### src/rtl/counter_arbiter_if.sv
// counter_arbiter_if: player request/load/score bus between the players, the counter and the arbiter
interface counter_arbiter_if #(parameter int N = 4);
    logic         req_a;
    logic         req_b;
    logic [1:0]   mode_a;
    logic [1:0]   mode_b;
    logic         load_a;
    logic         load_b;
    logic [N-1:0] val_a;
    logic [N-1:0] val_b;
    logic         winner;
    logic         loser;
    logic [1:0]   ctrl;
    logic         init;
    logic [N-1:0] val;
    logic [1:0]   grant;
    logic [3:0]   score_a;
    logic [3:0]   score_b;
    logic         gameover;
    logic [1:0]   who;
    modport slave (
        input  req_a, req_b, mode_a, mode_b, load_a, load_b, val_a, val_b, winner, loser,
        output ctrl, init, val, grant, score_a, score_b, gameover, who
    );
    modport master (
        output req_a, req_b, mode_a, mode_b, load_a, load_b, val_a, val_b, winner, loser,
        input  ctrl, init, val, grant, score_a, score_b, gameover, who
    );
endinterface

### src/rtl/counter_arbiter.sv
// counter_arbiter: time-sliced two-player ownership of a shared counter with scoring and game end
module counter_arbiter #(
    parameter int N      = 4,
    parameter int SLOT   = 8,
    parameter int TARGET = 15
) (
    input logic               clk,
    input logic               rst,
    counter_arbiter_if.slave  bus
);
    typedef enum logic [1:0] {IDLE, OWN_A, OWN_B, OVER} state_t;
    localparam logic [3:0] TGT      = 4'(TARGET);
    localparam logic [7:0] SLOT_END = 8'(SLOT - 1);
    state_t       state, ns;
    logic [7:0]   timer, timer_n;
    logic [3:0]   sa, sb, sa_n, sb_n;
    logic         last_b;
    logic         rdy;
    logic         win, los;
    logic [1:0]   ctrl;
    logic         init;
    logic [N-1:0] val;
    logic [1:0]   who;
    assign bus.ctrl     = ctrl;
    assign bus.init     = init;
    assign bus.val      = val;
    assign bus.score_a  = sa;
    assign bus.score_b  = sb;
    assign bus.who      = who;
    assign bus.gameover = state == OVER;
    assign bus.grant    = state == OWN_A ? 2'b01 : state == OWN_B ? 2'b10 : 2'b00;
    // next state, slot timer and scores; a score hitting the target overrides everything
    always_comb begin
        ns      = state;
        timer_n = timer + 8'd1;
        sa_n    = sa;
        sb_n    = sb;
        win     = bus.winner;
        los     = bus.loser & ~bus.winner;
        case (state)
            IDLE: begin
                timer_n = '0;
                if (rdy && (bus.req_a || bus.req_b))
                    ns = (bus.req_a && (!bus.req_b || last_b)) ? OWN_A : OWN_B;
            end
            OWN_A: begin
                sa_n = (win && sa < TGT) ? sa + 4'd1 : sa;
                sb_n = (los && sb < TGT) ? sb + 4'd1 : sb;
                if (!bus.req_a || timer == SLOT_END) begin
                    ns      = bus.req_b ? OWN_B : bus.req_a ? OWN_A : IDLE;
                    timer_n = '0;
                end
            end
            OWN_B: begin
                sb_n = (win && sb < TGT) ? sb + 4'd1 : sb;
                sa_n = (los && sa < TGT) ? sa + 4'd1 : sa;
                if (!bus.req_b || timer == SLOT_END) begin
                    ns      = bus.req_a ? OWN_A : bus.req_b ? OWN_B : IDLE;
                    timer_n = '0;
                end
            end
            default: timer_n = '0;
        endcase
        if (sa_n == TGT || sb_n == TGT) begin
            ns      = OVER;
            timer_n = '0;
        end
    end
    // state register and counter-side outputs, which follow the owner of the coming cycle
    always_ff @(posedge clk or posedge rst) begin
        if (rst) begin
            state  <= IDLE;
            timer  <= '0;
            sa     <= '0;
            sb     <= '0;
            last_b <= 1'b1;
            rdy    <= 1'b0;
            ctrl   <= 2'b00;
            init   <= 1'b0;
            val    <= '0;
            who    <= 2'b00;
        end else begin
            state  <= ns;
            timer  <= timer_n;
            sa     <= sa_n;
            sb     <= sb_n;
            rdy    <= 1'b1;
            last_b <= ns == OWN_B ? 1'b1 : ns == OWN_A ? 1'b0 : last_b;
            ctrl   <= ns == OWN_A ? bus.mode_a : ns == OWN_B ? bus.mode_b : 2'b00;
            init   <= ns == OWN_A ? bus.load_a : ns == OWN_B ? bus.load_b : 1'b0;
            val    <= (ns == OWN_A && bus.load_a) ? bus.val_a : (ns == OWN_B && bus.load_b) ? bus.val_b : val;
            if (ns == OVER && state != OVER)
                who <= sa_n == TGT ? 2'b01 : 2'b10;
        end
    end
endmodule
### src/flat_wrapper.sv
// flat-port wrapper written by rule: the top's interface ports become plain ports
module counter_arbiter_flat 
#(
    parameter int N      = 4,
    parameter int SLOT   = 8,
    parameter int TARGET = 15
)
  (clk, rst, bus_req_a, bus_req_b, bus_mode_a, bus_mode_b, bus_load_a, bus_load_b, bus_val_a, bus_val_b, bus_winner, bus_loser, bus_ctrl, bus_init, bus_val, bus_grant, bus_score_a, bus_score_b, bus_gameover, bus_who);
  counter_arbiter_if #(.N(N)) bus_i ();
  input logic clk;
  input logic rst;
  input wire logic [$bits(bus_i.req_a)-1:0] bus_req_a;
  input wire logic [$bits(bus_i.req_b)-1:0] bus_req_b;
  input wire logic [$bits(bus_i.mode_a)-1:0] bus_mode_a;
  input wire logic [$bits(bus_i.mode_b)-1:0] bus_mode_b;
  input wire logic [$bits(bus_i.load_a)-1:0] bus_load_a;
  input wire logic [$bits(bus_i.load_b)-1:0] bus_load_b;
  input wire logic [$bits(bus_i.val_a)-1:0] bus_val_a;
  input wire logic [$bits(bus_i.val_b)-1:0] bus_val_b;
  input wire logic [$bits(bus_i.winner)-1:0] bus_winner;
  input wire logic [$bits(bus_i.loser)-1:0] bus_loser;
  output wire logic [$bits(bus_i.ctrl)-1:0] bus_ctrl;
  output wire logic [$bits(bus_i.init)-1:0] bus_init;
  output wire logic [$bits(bus_i.val)-1:0] bus_val;
  output wire logic [$bits(bus_i.grant)-1:0] bus_grant;
  output wire logic [$bits(bus_i.score_a)-1:0] bus_score_a;
  output wire logic [$bits(bus_i.score_b)-1:0] bus_score_b;
  output wire logic [$bits(bus_i.gameover)-1:0] bus_gameover;
  output wire logic [$bits(bus_i.who)-1:0] bus_who;
  assign bus_i.req_a = bus_req_a;
  assign bus_i.req_b = bus_req_b;
  assign bus_i.mode_a = bus_mode_a;
  assign bus_i.mode_b = bus_mode_b;
  assign bus_i.load_a = bus_load_a;
  assign bus_i.load_b = bus_load_b;
  assign bus_i.val_a = bus_val_a;
  assign bus_i.val_b = bus_val_b;
  assign bus_i.winner = bus_winner;
  assign bus_i.loser = bus_loser;
  assign bus_ctrl = bus_i.ctrl;
  assign bus_init = bus_i.init;
  assign bus_val = bus_i.val;
  assign bus_grant = bus_i.grant;
  assign bus_score_a = bus_i.score_a;
  assign bus_score_b = bus_i.score_b;
  assign bus_gameover = bus_i.gameover;
  assign bus_who = bus_i.who;
  counter_arbiter #(.N(N), .SLOT(SLOT), .TARGET(TARGET)) u_core (.clk(clk), .rst(rst), .bus(bus_i));
endmodule
### config.mk
export PLATFORM = sky130hd
export DESIGN_NAME = counter_arbiter_flat
export DESIGN_NICKNAME = d
export VERILOG_FILES = /design/src/rtl/counter_arbiter_if.sv /design/src/rtl/counter_arbiter.sv /design/src/flat_wrapper.sv
export SDC_FILE = /design/constraint.sdc
export NUM_CORES = 1
export LEC_CHECK = 0
export CAP_MARGIN = 25
export CORE_UTILIZATION = 55
export CTS_CLUSTER_DIAMETER = 60
export DETAILED_ROUTE_END_ITERATION = 8
export GPL_ROUTABILITY_DRIVEN = 0
export MAX_ROUTING_LAYER = met4
export PLACE_DENSITY = 0.91
export SLEW_MARGIN = 30
export SYNTH_ARGS = -nofsm -noshare
export SYNTH_HDL_FRONTEND = slang
export SYNTH_SLANG_ARGS = --single-unit
### constraint.sdc
create_clock -name clk -period 6.5 [get_ports clk]
set_input_delay 0.975 -clock clk [delete_from_list [all_inputs] [get_ports clk]]
set_output_delay 0.975 -clock clk [all_outputs]
set_load 0.03 [all_outputs]
==> results of run 1 <==
-- stage by stage --
| step | std cells | setup slack, ns |
|---|---|---|
| 2_1_floorplan | 209 | 3.36 |
| 3_3_place_gp | 286 | 2.65 |
| 3_5_place_dp | 286 | 2.53 |
| 4_1_cts | 294 | 2.87 |
| 5_1_grt | 294 | 2.53 |
| 6_report | 294 | 2.85 |
-- final timing paths --
path	endpoint	slack, ns	cells past startpoint
setup / recovery	u_core.bus.val[1]	2.85	10
hold / removal	u_core.timer[0]	0.47	1
setup reg to reg	u_core.bus.val[1]	2.98	11
hold reg to reg	u_core.timer[0]	0.47	1
max in group asynchronous	u_core.timer[6]	5.10	2
min in group asynchronous	u_core.bus.init	1.01	2
-- flip-flops by register name, summed over array words and instances, names as in the netlist --
register / cells
u_core.bus.ctrl: 2
u_core.bus.init: 1
u_core.bus.score_a: 4
u_core.bus.score_b: 4
u_core.bus.val: 4
u_core.bus.who: 2
u_core.last_b: 1
u_core.rdy: 1
u_core.state: 2
u_core.timer: 8
-- cells by family (layout without fill, tap and decap cells) --
logic type      after synthesis  in the layout  synth area share (%)
simple gates                 85             85                  23.5
other cells                   1              1                 0.196
fa+ha+maj                    11             11                  7.18
buf+inv                      15             54                  4.17
xor+xnor                      7              7                  3.20
mux                          11             11                  6.00
compound gates               50             50                  17.9
flops                        29             29                  37.9
-- power groups by stage --
stage	clock (mW)	combinational (mW)	sequential (mW)
2_1_floorplan	0	0.301	0.325
3_3_place_gp	0	0.485	0.272
3_5_place_dp	0	0.499	0.272
4_1_cts	0.128	0.500	0.271
5_1_grt	0.138	0.553	0.278
6_report	0.125	0.500	0.271
-- placed cells by master, fill, tap and decap left out, types with 3 or more instances in the layout --
| master | n |
|---|---|
| clkdlybuf4s50_1 | 39 |
| nand4_1 | 3 |
| nand2b_1 | 6 |
| xnor2_1 | 4 |
| nand2_1 | 30 |
| nor2_1 | 11 |
| nand3_1 | 10 |
| a21oi_1 | 8 |
| nor3_1 | 3 |
| a31oi_1 | 3 |
| mux2i_1 | 7 |
| and3_2 | 3 |
| a21boi_0 | 4 |
| and3_1 | 5 |
| mux2_2 | 4 |
| inv_1 | 6 |
| ha_1 | 11 |
| dfrtp_1 | 28 |
| clkbuf_4 | 5 |
| o21ai_0 | 13 |
| xor2_1 | 3 |
-- worst max-delay path, stage by stage --
cell and delay [ns]:
clkdlybuf4s50_1 0.55, nand3b_4 0.25, a2111oi_2 0.43, a211o_2 0.17, o211ai_1 0.10, o21ai_2 0.44, nand2b_1 0.23, ha_1 0.26
and2_1 0.30, o21ai_0 0.15
-- cell type report --
class / count / area [µm²]
Timing Repair Buffer: 39 / 390
Tap cell: 46 / 57.6
Fill cell: 283 / 955
Clock buffer: 7 / 65.1
Sequential cell: 29 / 727
Clock inverter: 1 / 5.00
Inverter: 7 / 26.3
Multi-Input combinational cell: 165 / 1110
-- layer usage --
layer	GRT usage (%)	part of all wire, %	wire, µm	up-vias
met2	42.2	50	1990	54
met3	7.14	5.4	214	9
met1	27.9	43	1690	796
met5	-	0	0	-
met4	12.3	1.5	60	0
li1	-	-	-	823
==> flow_metrics.tcl, run 1 <==
set metrics [dict create \
    holdCritStartpoint "u_core.timer[0]" \
    port_buffers 39 \
    p_clk_share_pct 13.9 \
    clock_skew_ns 0.00561 \
    area_growth_pct 24.2 \
    finalHoldViolations 0 \
    setup_viol_count_final 0 \
    drt_iter0_markers 132 \
    syn_inst 209 \
    via_per_inst 5.72 \
    rows 21 \
    postLayoutCoreUtil_pct 71.4 \
    syn-cell-area_um2 1920 \
    synth.area.top_cells "dfrtp_1, ha_1, nand2_1, mux2i_1, o21ai_0" \
    ys_seq_area_share_pct 37.9 \
    synth.most_common_cell "nand2_1" \
    synthDistinctLibCells 53 \
    num-nets-final 278 \
    syn_area_per_cell_um2 9.18 \
    first_pass_iters 4 \
    drive_gt1_share_pct 9.68 \
    htreeDepth 2 \
    power_density_nw_per_um2 376 \
    grt_pass1_wl_um 6640 \
    cap_violations 0 \
    status "finished clean" \
    fin_area_um2 2380 \
    ant_nets 0 \
    cp-start-kind "primary input" \
    yosys_warnings 0 \
    grt_max_degree 30 \
    worst_slew_pin_slew_ns 0.589 \
    synth_nets 240 \
    synth-main-ff-cell "dfrtp_1" \
    drc 0 \
    rsz0062_at_grt "false" \
    grt-ovfl-total 0 \
    start_util_pct 57.5 \
    path_clk_slew_ns 0.08 \
    p_int_mw 0.501 \
    ys_async_sr_fraction_pct 100 \
    drv_slew 0 \
    postCtsResizedCells 0 \
    cp-end-kind "flip-flop" \
    chipHeight_um 61.1 \
    pwr-share-comb_pct 55.9 \
    startpoint "bus_winner" \
    synth_edf_count 0 \
    switching_share_pct 44.0 \
    max_slew_margin_pct 60.7 \
    fin_setup_tns_ns 0 \
    fmax_mhz 274 \
    reg2reg_from "u_core.state[1]" \
    ir_drop_mv 0.234 \
    wl_per_cell_um 13.5 \
    cts_root_buf "clkbuf_4" \
    grt_pass1_vias 1567 \
    die_area_um2 3730 \
    critPathRequiredTime_ns 6.70 \
    hold_class "flip-flop to flip-flop" \
    dr_total_vias 1682 \
    yosys-top-cells-count "nand2_1, dfrtp_1, o21ai_0" \
    clockBufferDepth 2 \
    place_hpwl_um 2970 \
    holdWs_ns 0.467 \
    hold_buffers 0 \
    antenna_found_initial 0 \
    synth_largest_area_cell "dfrtp_1" \
    crit_arrival_ns 3.86 \
    die_w_um 61.1 \
    pwr-share-seq_pct 30.2 \
    cts_tree "yes" \
    fin_crit_sh_pct 56.2 \
    leakagePower_nw 1.11 \
    ys_ff_latch 29 \
    drt_wl_total_um 3960 \
    numCtsBuffers 5 \
    path_max_fanout 12 \
    post_cts_buffers 0 \
    clock_latency_ns 0.33 \
    core_area_um2 3340 \
    ios 40 \
    dpl_cell_area_um2 2310 \
    p_switching_mw 0.394 \
    grt_usage_pct 25.4 \
    yosysTopAreaCellShare_pct 36.5 \
    path_class "primary input to flip-flop" \
    cts.sinks 29 \
    fin_crit_ns 3.65 \
    diodes 0 \
    power_mw 0.895 \
]
No activity file was read; power rests on OpenSTA's default activity.
==> run 2, diff against run 1 <==
Settings changed: CORE_UTILIZATION 55 to 51, PLACE_DENSITY 0.91 to 0.86.
Clock period 6.5 ns to 3.5 ns, I/O delays scaled along.
==> run 2 against run 1 <==
Net effect:
- first-iteration DRC count down 13%
- register-to-register slack worse by 2.7 ns
- highest routed layer unchanged
- cell count grew 0.34%
- largest power group unchanged
==> flow_metrics.tcl, run 2 (synthesis gave the netlist of run 1 again) <==
set metrics [dict create \
    path_clk_slew_ns 0.06 \
    die_area_um2 4010 \
    use_met1_pct 33.5 \
    grt_pass1_vias 1609 \
    power_density_nw_per_um2 744 \
    grt.busiest_layer "met2" \
    drc 0 \
    via_per_inst 5.79 \
    dpl_cell_area_um2 2320 \
    hold_buffers 0 \
    cts_tree "yes" \
    chipHeight_um 63.3 \
    fmax_mhz 313 \
    drt_wl_total_um 4270 \
    fin_crit_ns 3.19 \
    rows 21 \
    ios 40 \
    drv_slew 0 \
    grt_usage_pct 24.4 \
    drt_iter0_markers 115 \
    multi_input_area_um2 1120 \
    cts_root_buf "clkbuf_8" \
    status "finished clean" \
    ant_nets 0 \
    grt_util_met3_pct 5.07 \
    n_fill_cell 281 \
    antenna_found_initial 0 \
    cts.sinks 29 \
    port_buffers 39 \
    clock_skew_ns 0.00550 \
    max_slew_margin_pct 60.7 \
    largest_register_ffs 8 \
    core_area_um2 3470 \
    numCtsBuffers 5 \
    regMostFlops "u_core.timer" \
    cap_violations 0 \
    drive_gt1_share_pct 11.2 \
    worst_slew_pin_slew_ns 0.588 \
    rsz0062_at_grt "false" \
    leakagePower_nw 1.12 \
    dr_total_vias 1707 \
    area_growth_pct 27.6 \
    final_cell_mix "clkdlybuf4s50_1, nand2_1, dfrtp_1, o21ai_0, nor2_1" \
    diodes 0 \
    die_w_um 63.3 \
    place_hpwl_um 2930 \
    grt_pass1_wl_um 7450 \
    first_pass_iters 4 \
    setup_viol_count_final 0 \
    start_util_pct 55.3 \
    grt-ovfl-total 0 \
    htreeDepth 2 \
    clock_latency_ns 0.28 \
    path_class "flip-flop to flip-flop" \
    critPathRequiredTime_ns 3.67 \
    cp-end-kind "flip-flop" \
    hold_class "flip-flop to flip-flop" \
    grt_max_degree 30 \
    fin_crit_sh_pct 91.3 \
    wl_per_cell_um 14.5 \
    stdcell_count 295 \
    placed_cells 287 \
    clockBufferDepth 2 \
    num-nets-final 279 \
    use_met2_pct 35.9 \
    path_max_fanout 14 \
    cp-start-kind "flip-flop" \
    register_area_um2 727 \
    fin_area_um2 2450 \
    ir_drop_mv 0.541 \
    fin_setup_tns_ns 0 \
    finalHoldViolations 0 \
    crit_arrival_ns 3.36 \
    layout_commonest_cell "clkdlybuf4s50_1" \
]
==> run 2: changes by cell type in the layout (fill, tap and decap cells not counted), sizes merged <==
| cell | delta |
|---|---|
| clkinvlp | +1 |
| clkbuf | -1 |
| buf | +1 |
| bufinv | +1 |
| clkinv | -1 |
==> run 2: path summary, 6_finish.rpt <==
path / slack, ns / start / cells past startpoint / end
max: 0.31 / u_core.state[1] / 11 / u_core.bus.who[1]
min in group asynchronous: 0.63 / rst / 2 / u_core.bus.who[0]
max in group asynchronous: 2.48 / rst / 2 / u_core.bus.val[0]
min reg2reg: 0.47 / u_core.timer[0] / 1 / u_core.timer[0]
min: 0.47 / u_core.timer[0] / 1 / u_core.timer[0]
max reg2reg: 0.31 / u_core.state[1] / 11 / u_core.bus.who[1]
==> run 2: report_power, final <==
| group | total (mW) | internal (mW) | switching [mW] |
|---|---|---|---|
| combinational | 0.950 | 0.400 | 0.550 |
| clock | 0.365 | 0.231 | 0.134 |
| sequential | 0.506 | 0.424 | 0.0821 |
==> run 2: repair_timing <==
action,CTS,global route
gates resized for setup,0,3
buffers inserted,0,0
endpoints found under the setup margin,0,5
==> run 2: area by class of cell <==
cell class | count | area share (%)
Timing Repair Buffer | 40 | 16.3
Tap cell | 46 | 2.35
Clock inverter | 2 | 1.53
Inverter | 7 | 1.07
Sequential cell | 29 | 29.7
Multi-Input combinational cell | 165 | 45.7
Clock buffer | 6 | 3.37
==> run 2: critical path, stage by stage (launching register included) <==
cell and delay [ns]:
dfrtp_1 0.48, inv_1 0.13, ha_2 0.50, and3_1 0.20, a31oi_1 0.07, a221oi_1 0.37
o211ai_2 0.19, o21ai_2 0.15, nand2b_1 0.22, ha_1 0.17, nor2b_1 0.23, mux2_2 0.36
==> run 2: metrics by stage <==
| stage | hold slack (ns) | power, mW | setup slack [ns] | util, % |
|---|---|---|---|---|
| 6_report | 0.465 | 1.82 | 0.305 | 70.6 |
| 5_1_grt | 0.488 | 1.94 | 0.0114 | 70.6 |
| 4_1_cts | 0.464 | 1.81 | 0.214 | 70.3 |
| 3_5_place_dp | 0.455 | 1.43 | 0.170 | 66.9 |
| 3_3_place_gp | 0.450 | 1.41 | 0.244 | 66.9 |
| 2_1_floorplan | 0.428 | 1.16 | 0.532 | - |
==> run 2: routing by layer <==
layer / vias to the layer above / share of wire, %
met4: 0 / 1.2
met3: 5 / 5.2
met1: 812 / 49
met5: - / 0
met2: 63 / 45
li1: 827 / -
